## src/rtl/mux_scan_sel.sv

```systemverilog
`default_nettype none
// ============================================================================
// Module   : mux_scan_sel
// Purpose  : Registered CHANNELS-to-1 selector, manual or round-robin scan.
// Revision : 1.0  initial release
// ============================================================================
module mux_scan_sel #(
   parameter int WIDTH    = 8,
   parameter int CHANNELS = 4,
   parameter int DWELL    = 4,
   parameter int SELW     = 2
) (
   input  logic                      clock,
   input  logic                      reset,
   input  logic [CHANNELS*WIDTH-1:0] data_in,
   input  logic [SELW-1:0]           sel,
   input  logic                      mode,
   input  logic [CHANNELS-1:0]       enable,
   input  logic                      hold,
   output logic [WIDTH-1:0]          data_out,
   output logic [SELW-1:0]           chan_out,
   output logic                      switched
);

   localparam int              C_CW   = $clog2(DWELL) + 1;
   localparam logic [C_CW-1:0] C_LAST = C_CW'(DWELL - 1);
   localparam logic [SELW:0]   C_NCH  = (SELW + 1)'(CHANNELS);

   typedef enum logic [0:0] {
      ST_MANUAL = 1'b0,
      ST_SCAN   = 1'b1
   } state_t;

   state_t            r_state;
   logic [C_CW-1:0]   r_cnt;

   logic [WIDTH-1:0]  w_lane [CHANNELS];
   logic              w_sel_ok;
   logic              w_adv;
   logic              w_found;
   logic [SELW:0]     w_idx;
   logic [SELW-1:0]   w_next_en;
   logic [SELW-1:0]   w_chan_next;

   for (genvar k = 0; k < CHANNELS; k++) begin : g_lane
      assign w_lane[k] = data_in[k*WIDTH +: WIDTH];
   end

   assign w_sel_ok = ({1'b0, sel} < C_NCH);
   assign w_adv    = (r_state == ST_SCAN) && mode && (|enable) && !hold
                     && (r_cnt == C_LAST);

   // First enabled channel after chan_out, wrapping; falls back to chan_out.
   always_comb begin
      w_next_en = chan_out;
      w_found   = 1'b0;
      w_idx     = '0;
      for (int i = 1; i <= CHANNELS; i++) begin
         w_idx = {1'b0, chan_out} + (SELW + 1)'(i);
         if (w_idx >= C_NCH) begin
            w_idx = w_idx - C_NCH;
         end
         if (!w_found && enable[w_idx[SELW-1:0]]) begin
            w_found   = 1'b1;
            w_next_en = w_idx[SELW-1:0];
         end
      end
   end

   // mode=0 covers both MANUAL and the SCAN->MANUAL edge; the MANUAL->SCAN edge keeps chan_out.
   always_comb begin
      w_chan_next = chan_out;
      if (!mode) begin
         if (w_sel_ok) begin
            w_chan_next = sel;
         end
      end else if (w_adv) begin
         w_chan_next = w_next_en;
      end
   end

   always_ff @(posedge clock or posedge reset) begin
      if (reset) begin
         r_state  <= ST_MANUAL;
         r_cnt    <= '0;
         data_out <= '0;
         chan_out <= '0;
         switched <= 1'b0;
      end else begin
         chan_out <= w_chan_next;
         data_out <= w_lane[w_chan_next];
         switched <= (w_chan_next != chan_out);
         case (r_state)
            ST_MANUAL: begin
               if (mode) begin
                  r_state <= ST_SCAN;
                  r_cnt   <= '0;
               end
            end
            ST_SCAN: begin
               if (!mode) begin
                  r_state <= ST_MANUAL;
                  r_cnt   <= '0;
               end else if (enable == '0) begin
                  r_cnt <= '0;
               end else if (!hold) begin
                  r_cnt <= (r_cnt == C_LAST) ? '0 : r_cnt + 1'b1;
               end
            end
            default: begin
               r_state <= ST_MANUAL;
               r_cnt   <= '0;
            end
         endcase
      end
   end

endmodule
`default_nettype wire
```

## config.mk

```make
export PLATFORM = sky130hd
export DESIGN_NAME = mux_scan_sel
export DESIGN_NICKNAME = d
export VERILOG_FILES = /design/src/rtl/mux_scan_sel.sv
export SDC_FILE = /design/constraint.sdc
export NUM_CORES = 1
export LEC_CHECK = 0
export CAP_MARGIN = 20
export CORE_UTILIZATION = 45
export CTS_CLUSTER_SIZE = 30
export DETAILED_ROUTE_END_ITERATION = 8
export GPL_TIMING_DRIVEN = 0
export PLACE_DENSITY = 0.91
export SLEW_MARGIN = 20
export SYNTH_ARGS = -nofsm -noshare
export SYNTH_HDL_FRONTEND = slang
export SYNTH_SLANG_ARGS = --single-unit
```

## constraint.sdc

```tcl
create_clock -name clock -period 3 [get_ports clock]
set_clock_uncertainty 0.1 [all_clocks]
set_input_delay 0.6 -clock clock [delete_from_list [all_inputs] [get_ports clock]]
set_output_delay 0.6 -clock clock [all_outputs]
set_load 0.02 [all_outputs]
```

==> impl_metrics.toml <==
[timing]
setup_viol = 0
fmax_mhz = 348
fin_crit_sh_pct = 95.7
timing.final.ws_setup_ns = 0.130
hold_violations = 0
worstMarginPinSlew_ns = 0.699
relSlewSlack_pct = 53.4
holdWs_ns = 0.396
final_max_slew_viol_count = 0
fin_crit_ns = 2.87

[place]
dp_cells = 259
place.gp.congestion = 0.874
dp_hpwl_um = 3320
place_area_mm2 = 0.00206
preCtsSetupSlack_ns = -0.513
io_buffers = 50

[synthesis]
ys_seq_area_share_pct = 24.9
synth_area_per_cell_um2 = 9.12
synth.most_common_cell = "o21ai_0"
synth_edf_count = 0
syn-num-nets = 208
synth.distinct_cells = 49
ys_seq_elements = 15
synth_top_cell_by_area = "dfrtp_1"
synth_area_mm2 = 0.00151
synthTopCellsByArea = "dfrtp_1 25%, mux2i_1 11%, o2bb2ai_1 9.3%, o21ai_0 6.0%, a32oi_1 4.7%"
netlist.area_leader.share_pct = 24.9
netlist_instances = 165
synth_common_cells = "18 x o21ai_0, 16 x mux2i_1, 16 x o2bb2ai_1"
synthFlopType = "dfrtp_1"
yosysWarnings = 0
async_flop_share_pct = 100

[finish]
drive_gt1_share_pct = 18.2
final-seq-area_um2 = 375
design_area_mm2 = 0.00218
layoutNonFillerInstCount = 264
n_antenna_cell = 0
multi_input_area_mm2 = 0.00109
syn2layout_area_growth_pct = 45.0
nets = 264
fill_cells = 264
final_util_pct = 70.3

[detailed_routing]
drt_iter0_markers = 91
routedWlPerCell_um = 16.8
drt_first_pass_iters = 4
routed_via_density = 6.20
vias = 1636
finalWirelength_um = 4440
drc = 0
detail-route-antenna-nets = 0

[clock_network]
numCtsBuffers = 3
htree_levels = 1
ctsLongestPathBuffers = 2
path_clk_slew_ns = 0.09
cts_tree = "done"
cts_root_buf = "clkbuf_4"
clock_sink_count = 15
clk_latency_ns = 0.29

[grt]
grt-ovfl-total = 0
grt_max_degree = 16
grt_antenna_before_repair = 0
grt_pass1_wl_um = 6850
grt_pass1_vias = 1463
grt_use_total_pct = 25.3

[power]
leakage_uw = 0.000831
power.density_mw_per_mm2 = 315
peakVddDrop_mv = 0.153

[critical_path]
cp_max_fo = 10
critPathCaptureType = "register"
critPathArrivalTime_ns = 2.90
worst_ep_required_time_ns = 3.03
startpoint_type = "input port"
critical_path_class = "input port to register"

[die]
start_util_pct = 48.5
num_rows = 20
die_x_um = 59.8
io_pins = 53
core-area_mm2 = 0.00310
die_area_mm2 = 0.00358
die_y_um = 59.8

[worst_hold_path]
hold_class = "register to register"

[outcome]
status = "finished, final reports clean"

[run]
maxCapViolations = 0
==> layer usage <==
metal	vias to the layer above	track usage (%)	wire [µm]
met5	-	0	0
met4	0	6.64	42
met3	4	2.16	305
met2	76	42.1	2210
met1	776	35.1	1880
li1	780	-	-
==> per-stage QoR <==
stage               power, µW   TNS, ns
floorplan                 413         0
global placement          546     -3.80
detailed placement        557     -4.08
CTS                       670         0
global route              718  -0.00525
finish                    687         0
==> worst max-delay path, stage by stage <==
cell and delay [ns]:
clkdlybuf4s50_1 0.42, clkbuf_4 0.19, nor4_2 0.42, nor3_4 0.10, nand4_1 0.21, mux2_2 0.39
buf_6 0.16, a221oi_2 0.27, a32oi_1 0.13
==> state kept, by name, summed over array words and instances, names as in the netlist <==
register / count
r_cnt: 3
r_state: 1
data_out: 8
switched: 1
chan_out: 2
==> path summary, 6_finish.rpt <==
check	start	endpoint	slack, ns	cells past startpoint
worst max register to register	chan_out[0]$_DFF_PP0_	data_out[2]$_DFF_PP0_	0.20	7
worst min-delay path	r_cnt[2]$_DFFE_PP0P_	r_cnt[2]$_DFFE_PP0P_	0.40	1
min in group asynchronous	reset	r_state$_DFF_PP0_	0.54	2
worst min register to register	r_cnt[2]$_DFFE_PP0P_	r_cnt[2]$_DFFE_PP0P_	0.40	1
max in group asynchronous	reset	data_out[2]$_DFF_PP0_	1.91	2
worst max-delay path	enable[0]	data_out[2]$_DFF_PP0_	0.13	9
==> kinds of logic after synthesis <==
kind of cell	share of synthesized area, %
AOI/OAI and AO/OA	36.9
muxes	11.4
buffers and inverters	8.31
xor gates and xnor gates	1.16
adders and majority gates	0.831
and+or+nand+nor	16.5
DFF	24.9
==> area by class of cell <==
type                       count  area share [%]
clock inverter                 1           0.229
tap                           44            2.52
timing repair buffer          51            23.3
inverter                       3           0.516
sequential                    15            17.2
clock buffer                   3            1.03
buffer                        15            5.10
multi-input combinational    132            50.1
==> placed cells by master, fill, tap and decap left out, types with 3 or more instances in the layout <==
cell	netlist	layout
inv_1	3	3
nor2_1	5	5
nor3b_1	3	3
a221oi_2	2	6
mux2i_1	16	16
nand2_1	7	7
a21oi_1	10	9
buf_6	5	5
dfrtp_1	15	15
clkbuf_1	4	4
clkbuf_4	0	5
clkdlybuf4s50_1	0	47
a32oi_1	8	8
o2bb2ai_1	16	16
o21ai_0	18	17
buf_4	2	3
==> report_power, final <==
| part | switching, µW | total [µW] | internal, µW |
|---|---|---|---|
| clock | 63.3 | 113 | 49.5 |
| combinational | 168 | 336 | 168 |
| sequential | 11.9 | 238 | 226 |
==> what timing repair did <==
action	CTS	global route
setup buffers	1	0
resized for setup	6	17
hold buffers	0	0
setup endpoints to repair	8	8
pin swaps	0	3
(Power assumes the default switching activity.)
